--- src/rtl/pipeline_fifo.sv ---
// Show-ahead synchronous FIFO that absorbs a stall-free pipeline stream and flags dropped words.
// Optional occupancy output o_level is enabled by defining PIPELINE_FIFO_LEVEL_EN.
module pipeline_fifo #(
  parameter int p_width = 32,
  parameter int p_depth = 4
) (
  input  logic               i_clk,
  input  logic               i_rst,
  input  logic               i_valid,
  input  logic [p_width-1:0] i_data,
  output logic               o_ready,
  output logic               o_valid,
  output logic [p_width-1:0] o_data,
  input  logic               i_ready,
  output logic               o_overflow
`ifdef PIPELINE_FIFO_LEVEL_EN
  ,
  output logic [$clog2(p_depth):0] o_level
`endif
);

  localparam int p_aw = $clog2(p_depth);
  localparam logic [p_aw:0] ptr_one = 1;

  // Handshake: a word moves on a side only in a cycle where its valid and ready
  // are both high at the rising edge. o_ready and o_valid depend only on
  // registered pointers, never on i_valid or i_ready.

  logic [p_width-1:0] mem [p_depth];
  logic [p_aw:0]      wr_ptr;
  logic [p_aw:0]      rd_ptr;
  logic               full;
  logic               empty;
  logic               push;
  logic               pop;

  // The extra MSB separates a full buffer from an empty one when indices match.
  assign empty = (wr_ptr == rd_ptr);
  assign full  = (wr_ptr[p_aw] != rd_ptr[p_aw]) &&
                 (wr_ptr[p_aw-1:0] == rd_ptr[p_aw-1:0]);

  assign push = i_valid && !full;
  assign pop  = !empty && i_ready;

  assign o_ready = !full;
  assign o_valid = !empty;
  assign o_data  = empty ? '0 : mem[rd_ptr[p_aw-1:0]];

  always_ff @(posedge i_clk) begin
    if (i_rst) begin
      wr_ptr <= '0;
      rd_ptr <= '0;
    end else begin
      if (push) wr_ptr <= wr_ptr + ptr_one;
      if (pop)  rd_ptr <= rd_ptr + ptr_one;
    end
  end

  // Storage is deliberately left unreset; o_data masks it while empty.
  always_ff @(posedge i_clk) begin
    if (!i_rst && push) mem[wr_ptr[p_aw-1:0]] <= i_data;
  end

  always_ff @(posedge i_clk) begin
    if (i_rst)                o_overflow <= 1'b0;
    else if (i_valid && full) o_overflow <= 1'b1;
  end

`ifdef PIPELINE_FIFO_LEVEL_EN
  assign o_level = wr_ptr - rd_ptr;
`endif

endmodule

--- config.mk ---
export PLATFORM = sky130hd
export DESIGN_NAME = pipeline_fifo
export DESIGN_NICKNAME = d
export VERILOG_FILES = /design/src/rtl/pipeline_fifo.sv
export SDC_FILE = /design/constraint.sdc
export NUM_CORES = 1
export LEC_CHECK = 0
export ABC_AREA = 1
export CAP_MARGIN = 20
export CORE_MARGIN = 3
export CORE_UTILIZATION = 53
export CTS_CLUSTER_DIAMETER = 30
export CTS_CLUSTER_SIZE = 14
export DETAILED_ROUTE_END_ITERATION = 7
export PLACE_DENSITY = 0.85
export SYNTH_ARGS = -nofsm -noshare
export SYNTH_HDL_FRONTEND = slang
export SYNTH_SLANG_ARGS = --single-unit
--- constraint.sdc ---
create_clock -name i_clk -period 8.2 [get_ports i_clk]
set_clock_uncertainty 0.1 [all_clocks]
set_input_delay 1.64 -clock i_clk [delete_from_list [all_inputs] [get_ports i_clk]]
set_output_delay 1.64 -clock i_clk [all_outputs]
set_load 0.005 [all_outputs]
### After elaboration in Yosys (flattened, before gate mapping)

Memories as Yosys holds them, arrays and structs flattened. A register that Yosys moved wholly into a read port is not among the register bits.
Index checks and enable logic that the tools add are counted.
Widths: inputs -> output; s select.

| operators by class | value |
|---|---|
| $add $sub $neg | 2 |
| $mul | 0 |
| div/mod/pow operators | 0 |
| magnitude comparators | 0 |
| equal/unequal tests | 3 |
| shift operators | 0 |
| multiplexer cells | 5 |
| bitwise gates (word level) | 0 |
| reduce and logical (&&, ||, !) cells | 8 |

Operator list:

| operator | count |
|---|---|
| $mux 32 | 1 |
| $add 3x1->3 const B | 2 |
| $logic_and 1x1->1 | 5 |
| $mux 2 | 2 |
| $eq 3x3->1 | 1 |
| $logic_not 1->1 | 3 |
| $eq 2x2->1 | 1 |
| $mux 1 | 2 |
| $ne 1x1->1 | 1 |

| storage, ports and cells | value |
|---|---|
| bits in registers | 7 |
| latch bits | 0 |
| bits in writable memories | 128 |
| ROM bits | 0 |
| bits of input ports | 36 |
| output and inout bits | 35 |
| word-level logic and storage cells | 22 |
| memories | 1 |

Memories:

| memory | words | bits a word | rd ports | clocked after memory_dff | write ports | line | text |
|---|---|---|---|---|---|---|---|
| mem | 4 | 32 | 1 | 1 | 1 | 29 | `logic [p_width-1:0] mem [p_depth];` |

### Depth between registers and ports, before layout

Gate-level depths: netlist (run 1).

| depth | value |
|---|---|
| depth in word-level cells | 7 |
| mapped depth | 8 |
| depth with buffers taken out | 7 |

### Worst setup path before layout (run 1)

No wires, ideal clock.

| path | value |
|---|---|
| path type | input to register |
| start point | input i_valid |
| end point | memory mem[3][0] (enable) |
| library setup time | 0.461 ns |
| arrival time | 3.932 ns |
| data required time | 7.639 ns |
| setup slack | 3.706 ns |
| cell stages on the path | 2 |
| path through | nand2_1 -> nor3_1 |

| between the ends | value |
|---|---|
| cells in the longest elaborated chain, start to end | 4 |

RTL lines:

| item | line | text |
|---|---|---|
| from (decl) | 9 | `input logic i_valid,` |
| $logic_and 1x1->1 | 42 | `assign push = i_valid && !full;` |
| $logic_and 1x1->1 | 61 | `if (!i_rst && push) mem[wr_ptr[p_aw-1:0]] <= i_data;` |
| $mux 1 | 61 |  |
| $mux 1 (implied by the code) | 61 |  |
| to (decl) | 29 |  |

No other way between the ends.

==> results of run 1 <==
-- through the flow --
stage	utilization (%)	instance area, um^2
floorplan	-	5590
global placement	63.5	6350
detailed placement	63.5	6350
CTS	69.0	6900
global route	69.4	6940
finish	69.4	6940
-- report_power, final --
group	leakage, nW	internal (mW)	total, mW	switching (mW)
Combinational	1.11	0.145	0.308	0.163
Clock	0.240	0.400	0.693	0.293
Sequential	1.24	0.788	0.802	0.0138
-- layout make-up --
class | instances | area [um^2]
sequential | 137 | 4030
fill | 707 | 3060
multi-input combinational | 279 | 1270
timing repair buffer | 73 | 748
clock buffer | 17 | 414
inverter | 48 | 180
tap | 133 | 166
clock inverter | 15 | 130
-- path summary, 6_finish.rpt --
path	cells past startpoint	to	slack (ns)
setup / recovery	7	o_data[23]	3.42
hold / removal	2	o_overflow$_SDFFE_PP0P_	0.35
setup reg to reg	6	mem[0][22]$_DFFE_PP_	5.73
hold reg to reg	2	o_overflow$_SDFFE_PP0P_	0.35
-- cell families (layout without fill, tap and decap cells) --
group           after synthesis  after routing  synth area share (%)
compound gates              103            103                  9.21
simple gates                171            171                  11.9
flops                       137            137                  71.9
buf+inv                      72            153                  5.81
fa+ha+maj                     5              5                  1.12
-- state kept, by name, indices dropped and copies added, names as in the netlist, named ones only --
name	count
mem	128
o_overflow	1
rd_ptr	3
wr_ptr	3
-- critical path: cells and delay by family, from the launching register on --
kind / cells / cell delay [ns]
buffers and inverters: 4 / 1.54
AOI/OAI and AO/OA: 2 / 0.44
and+or+nand+nor: 1 / 0.08
DFF: 1 / 0.45
-- metal layers --
metal	GRT usage (%)	up-vias	wire length [um]
li1	-	1795	-
met5	0	-	0
met2	34.1	131	6050
met4	6.76	0	233
met3	5.57	17	677
met1	24.9	1756	4500
-- placed cells by master, fill, tap and decap left out --
cell                                n
sky130_fd_sc_hd__inv_1             45
sky130_fd_sc_hd__edfxtp_1         128
sky130_fd_sc_hd__clkinv_4           1
sky130_fd_sc_hd__o21ai_0           70
sky130_fd_sc_hd__ha_1               5
sky130_fd_sc_hd__clkinv_2           3
sky130_fd_sc_hd__nand3_2            2
sky130_fd_sc_hd__dfxtp_1            7
sky130_fd_sc_hd__dfxtp_2            2
sky130_fd_sc_hd__nor2_4             3
sky130_fd_sc_hd__clkbuf_8           1
sky130_fd_sc_hd__buf_4              1
sky130_fd_sc_hd__inv_2              3
sky130_fd_sc_hd__inv_6              1
sky130_fd_sc_hd__a21oi_1            7
sky130_fd_sc_hd__o21ai_1           26
sky130_fd_sc_hd__clkdlybuf4s50_1   70
sky130_fd_sc_hd__nand2_2            1
sky130_fd_sc_hd__buf_12             2
sky130_fd_sc_hd__nand3_1            7
sky130_fd_sc_hd__bufinv_16          1
sky130_fd_sc_hd__nor2_1           104
sky130_fd_sc_hd__clkinvlp_4         9
sky130_fd_sc_hd__clkbuf_16         16
sky130_fd_sc_hd__nand2_1           53
sky130_fd_sc_hd__nor3_2             1
==> impl_results.rst, run 1 <==
.. list-table::
   :header-rows: 1

   * - Metric
     - Value
   * - Proportion of layout cells with a drive suffix above 1
     - 8.26%
   * - CP cell instances
     - buf_12 > inv_2 > o21ai_0 > o21ai_1 > nand2_1 > inv_1 > clkdlybuf4s50_1
   * - Number of antenna-violating nets in the routed design
     - 0
   * - Fin Setup TNS
     - 0 ns
   * - Count of warnings emitted by yosys
     - 0
   * - Number of library cell types mapped by synthesis
     - 19
   * - Port Buf Inserts
     - 70
   * - Number of placement rows
     - 36
   * - Pre-Repair DR Iteration Count
     - 5
   * - Data required, critical path
     - 6.46 ns
   * - Number of antenna violations at the first check in global routing
     - 0
   * - Worst slack, placed
     - 3.60 ns
   * - Max H-tree Level
     - 4
   * - Design Power
     - 1.80 mW
   * - Power density over the cells
     - 260 nW/um^2
   * - Routed wire per std cell
     - 16.3 um
   * - Fmax
     - 0.209 GHz
   * - Starting Density
     - 55.9%
   * - Longest individual stage delay on the worst path
     - 0.72 ns
   * - Number of top-level pins
     - 71
   * - Worst rel slew slack
     - 30.5%
   * - Wire length of the first global-routing pass
     - 17,700 um
   * - Leakage
     - 2.59 nW
   * - Net count of the mapped netlist
     - 529
   * - Worst slew pin tran
     - 1.04 ns
   * - Top cells by area in the synthesized netlist
     - sky130_fd_sc_hd__edfxtp_1, sky130_fd_sc_hd__nor2_1, sky130_fd_sc_hd__o21ai_0
   * - Detailed-route vias per instance
     - 5.27
   * - Final Non-Filler Cells
     - 702
   * - TritonCTS clock tree
     - built
   * - Result of the run
     - complete, no violations
   * - Total wire length
     - 11,500 um
   * - Time the final worst path needs with I/O delays and setup
     - 4.78 ns
   * - Area of the core
     - 10000 um^2
   * - Setup repair after global routing missed its margin
     - no
   * - Area of the die
     - 11,800 um^2
   * - TritonCTS Sinks
     - 137
   * - Chip Width
     - 109 um
   * - Synthesis-to-finish area growth
     - 24.0%
   * - Total gr overflow
     - 0
   * - Half-perimeter wire length after detailed placement
     - 6140 um
   * - Number of antenna cells inserted
     - 0
   * - Cell count after placement
     - 668
   * - Share of synthesized flip-flops with an asynchronous set or reset
     - 0%
   * - Setup crit start kind
     - register
   * - Final setup violation count
     - 0
   * - Mean instance size in the synthesized netlist
     - 11.5 um^2
   * - Global-route usage over all layers
     - 20.1%
   * - Critical path peak fanout
     - 64
   * - Number of cells produced by synthesis
     - 488
   * - DR iter-0 viols
     - 251
   * - Longest Clk Path Bufs
     - 2
   * - Post_cts resized
     - 0
   * - Cell at the slowest stage of the critical path
     - sky130_fd_sc_hd__inv_2
   * - Die height
     - 109 um
   * - Placer Congestion
     - 0.751
   * - Most numerous cell types in the synthesized netlist
     - sky130_fd_sc_hd__edfxtp_1, sky130_fd_sc_hd__nor2_1, sky130_fd_sc_hd__o21ai_0, sky130_fd_sc_hd__nand2_1, sky130_fd_sc_hd__inv_1
   * - Data arrival, critical path
     - 3.04 ns
   * - Worst vdd ir
     - 0.160 mV
   * - Worst Setup Path Type
     - reg2out
   * - Drt drc
     - 0
   * - CTS Root Buffer Type
     - sky130_fd_sc_hd__clkbuf_8
   * - Area share of the largest cell type after synthesis
     - 68.7%
   * - Hold Fails Final Rpt
     - 0
   * - Vias in the first global route
     - 3,659
   * - Clock latency reported for the late side of the worst-skew pair
     - 0.52 ns
   * - Synthesized flop and latch total
     - 137
   * - Clock buffers created by TritonCTS
     - 17
   * - Cell type contributing the most total cell area after synthesis
     - sky130_fd_sc_hd__edfxtp_1
   * - Most instantiated flip-flop cell in the synthesis netlist
     - sky130_fd_sc_hd__edfxtp_1
   * - Number of pins exceeding their max-slew limit in the final report
     - 0
   * - Type of the tightest min-delay check
     - reg2reg
   * - CTS Hold Buffers Added
     - 0
   * - Setup WS post-layout
     - 3.42 ns
   * - Part of the Yosys area used for sequential elements
     - 71.9%
   * - Number of max-cap violations
     - 0
   * - Clock-pin slew on the worst setup and hold paths
     - 0.06 ns
   * - Final-layout worst hold slack
     - 0.350 ns
   * - Beginning of the worst hold path
     - o_overflow$_SDFFE_PP0P_
   * - Post-synth design cell area
     - 5590 um^2
   * - Number of buffers inserted to repair setup after CTS
     - 0
   * - Kind of end point of the critical path
     - primary output
   * - EDFF count, synth
     - 128
   * - Total number of nets in the final design
     - 597
   * - Via count of the routed design
     - 3,699
   * - Post-route fraction of the period consumed by the critical path
     - 58.3%
   * - Top-count cell post-synth
     - sky130_fd_sc_hd__edfxtp_1
   * - R2R Path Start
     - wr_ptr[1]$_SDFFE_PP0P_
   * - Largest net degree at the start of global routing
     - 66
(Power assumes the default switching activity.)
==> run 2, diff against run 1 <==
==> constraint.sdc (replaced) <==
create_clock -name i_clk -period 4.6 [get_ports i_clk]
set_clock_uncertainty 0.1 [all_clocks]
set_input_delay 0.92 -clock i_clk [delete_from_list [all_inputs] [get_ports i_clk]]
set_output_delay 0.92 -clock i_clk [all_outputs]
set_load 0.005 [all_outputs]
==> run 2 against run 1 <==
Setup slack worse by 2.6 ns. Clock-buffer cell count increased by 1. Via count rose by 1.8%. Combinational power grew 72%. Sequential share of layout area shrank 0.13 points. Sequential power rose by 80%. Clock power increased by 93%. Critical path type unchanged. Critical endpoint is now o_data[5].
==> impl_results.rst, run 2 (synthesis gave the netlist of run 1 again) <==
.. list-table::
   :header-rows: 1

   * - Metric
     - Value
   * - Number of antenna-violating nets in the routed design
     - 0 (unchanged)
   * - Critical path peak fanout
     - 64 (unchanged)
   * - Number of antenna cells inserted
     - 0 (unchanged)
   * - Routed wire per std cell
     - 16.5 um (+1.3%)
   * - Number of max-cap violations
     - 0 (unchanged)
   * - Fill cells
     - 725 (+2.5%)
   * - Vias in the first global route
     - 3,896 (+6.5%)
   * - Global-route usage over all layers
     - 21.1% (+1.0 points)
   * - Beginning of the worst hold path
     - o_overflow$_SDFFE_PP0P_
   * - CTS Root Buffer Type
     - sky130_fd_sc_hd__clkbuf_8
   * - Pre-Repair DR Iteration Count
     - 5 (unchanged)
   * - DR iter-0 viols
     - 251 (unchanged)
   * - Fmax
     - 0.265 GHz
   * - Placer Congestion
     - 0.765 (+1.9%)
   * - Max H-tree Level
     - 4 (unchanged)
   * - Half-perimeter wire length after detailed placement
     - 6400 um (+4.2%)
   * - Worst rel slew slack
     - 29.2% (-1.3 points)
   * - Area of the core
     - 10000 um^2 (unchanged)
   * - Wire length of the first global-routing pass
     - 18,800 um (+6.0%)
   * - Data arrival, critical path
     - 2.75 ns (-0.29 ns)
   * - Starting Density
     - 55.9% (unchanged)
   * - Longest Clk Path Bufs
     - 2 (unchanged)
   * - Result of the run
     - complete, no violations
   * - Number of pins exceeding their max-slew limit in the final report
     - 0 (unchanged)
   * - Final Non-Filler Cells
     - 701 (-0.14%)
   * - Clock buffers created by TritonCTS
     - 17 (unchanged)
   * - Post-route fraction of the period consumed by the critical path
     - 82.1%
   * - Largest net degree at the start of global routing
     - 65 (-1.5%)
   * - R2R Path Start
     - wr_ptr[1]$_SDFFE_PP0P_
   * - Via count of the routed design
     - 3,767 (+1.8%)
   * - TritonCTS clock tree
     - built
   * - Multi-input gate area
     - 1270 um^2 (unchanged)
   * - Post_cts resized
     - 0 (unchanged)
   * - Power density over the cells
     - 476 nW/um^2 (+83%)
   * - Kind of end point of the critical path
     - primary output
   * - Worst vdd ir
     - 0.259 mV (+62%)
   * - Fin Setup TNS
     - 0 ns (unchanged)
   * - CTS Hold Buffers Added
     - 0 (unchanged)
   * - Leading cell types in the layout, fill and taps excluded
     - sky130_fd_sc_hd__edfxtp_1, sky130_fd_sc_hd__nor2_1, sky130_fd_sc_hd__o21ai_0, sky130_fd_sc_hd__clkdlybuf4s50_1, sky130_fd_sc_hd__nand2_1
   * - Worst slew pin tran
     - 1.06 ns (+0.0218 ns)
   * - Total wire length
     - 11,600 um (+1.2%)
   * - Setup repair after global routing missed its margin
     - no
   * - Number of top-level pins
     - 71 (unchanged)
   * - Die height
     - 109 um (unchanged)
   * - Minimum setup slack among reg-to-reg paths
     - 2.16 ns (-3.57 ns)
   * - Final-layout worst hold slack
     - 0.393 ns (+0.0436 ns)
   * - Area used by sequential logic in the layout
     - 4030 um^2 (unchanged)
   * - Leakage
     - 2.60 nW (+0.60%)
   * - Data required, critical path
     - 3.58 ns (-2.88 ns)
   * - Time the final worst path needs with I/O delays and setup
     - 3.77 ns
   * - Clock latency reported for the late side of the worst-skew pair
     - 0.51 ns (about the same)
   * - Port Buf Inserts
     - 70 (unchanged)
   * - Most common cell after layout, fill and taps aside
     - sky130_fd_sc_hd__edfxtp_1
   * - Detailed-route vias per instance
     - 5.37 (+2.0%)
   * - Hold Fails Final Rpt
     - 0 (unchanged)
   * - Setup crit start kind
     - register
   * - Number of antenna violations at the first check in global routing
     - 0 (unchanged)
   * - Capture endpoint of the worst hold path
     - o_overflow$_SDFFE_PP0P_
   * - Worst Reg-to-Reg Cells
     - 6 (unchanged)
   * - TritonCTS Sinks
     - 137 (unchanged)
   * - Final setup violation count
     - 0 (unchanged)
   * - Total gr overflow
     - 0 (unchanged)
   * - Worst hold path depth
     - 2 (unchanged)
   * - Clock-pin slew on the worst setup and hold paths
     - 0.06 ns (about the same)
   * - Area of the die
     - 11,800 um^2 (unchanged)
   * - Number of buffers inserted to repair setup after CTS
     - 0 (unchanged)
   * - Capturing point of the worst reg2reg path
     - mem[2][21]$_DFFE_PP_
   * - Proportion of layout cells with a drive suffix above 1
     - 7.75% (-0.51 points)
   * - Number of placement rows
     - 36 (unchanged)
   * - Max reg flops
     - 128 (unchanged)
   * - Total number of nets in the final design
     - 596 (-0.17%)
   * - Worst Setup Path Type
     - reg2out
   * - Type of the tightest min-delay check
     - reg2reg
   * - Chip Width
     - 109 um (unchanged)
   * - Cell count after placement
     - 669 (+0.15%)
   * - Drt drc
     - 0 (unchanged)
   * - Synthesis-to-finish area growth
     - 24.3%
==> run 2: cell count changes in the layout (fill, tap and decap cells not counted), sizes merged <==
| cell | previous run | this run |
|---|---|---|
| bufinv | 1 | 3 |
| buf | 3 | 2 |
| inv | 49 | 50 |
| clkinv | 4 | 3 |
| clkinvlp | 9 | 6 |
| clkbuf | 17 | 18 |
==> run 2: layout make-up <==
cell class,instances,share of cell area [%]
Timing Repair Buffer,72,10.3
Sequential cell,137,57.9
Multi-Input combinational cell,279,18.3
Clock inverter,14,2.50
Clock buffer,18,6.01
Inverter,48,2.59
Tap cell,133,2.39
==> run 2: worst max-delay path by stage <==
stage,end,slack [ns],depth (start not counted)
final,o_data[5],0.83,6
after global routing,o_data[0],0.62,5
after CTS,o_data[0],0.79,5
after detailed placement,mem[0][19]$_DFFE_PP_,1.37,4
after global placement,mem[1][19]$_DFFE_PP_,1.47,4
after floorplan,mem[3][0]$_DFFE_PP_,0.83,2
==> run 2: worst max-delay path, stage by stage, from the launching register on <==
cell and delay, ns:
sky130_fd_sc_hd__dfxtp_2 0.32, sky130_fd_sc_hd__inv_2 0.71, sky130_fd_sc_hd__o21ai_0 0.32, sky130_fd_sc_hd__o21ai_1 0.20, sky130_fd_sc_hd__nand2_1 0.07, sky130_fd_sc_hd__inv_1 0.07, sky130_fd_sc_hd__clkdlybuf4s50_1 0.49
==> run 2: power by group <==
part           internal [mW]  switching [mW]
clock network          0.827           0.514
logic                  0.251           0.278
registers               1.40          0.0374
total                   2.48           0.829
==> run 2: stage by stage <==
step	power [mW]	utilization [%]	cell area (um^2)	setup slack (ns)
after CTS	3.33	69.5	6950	0.787
after global placement	1.97	63.6	6360	1.47
final	3.31	69.5	6950	0.826
after detailed placement	1.99	63.6	6360	1.37
after global routing	3.44	69.5	6950	0.620
after floorplan	1.74	-	5590	0.826
==> run 2: per-layer routing <==
layer / GRT usage [%] / wire [um]
met5: 0 / 0
met4: 9.38 / 238
met3: 4.26 / 699
met2: 35.9 / 5840
met1: 26.1 / 4810
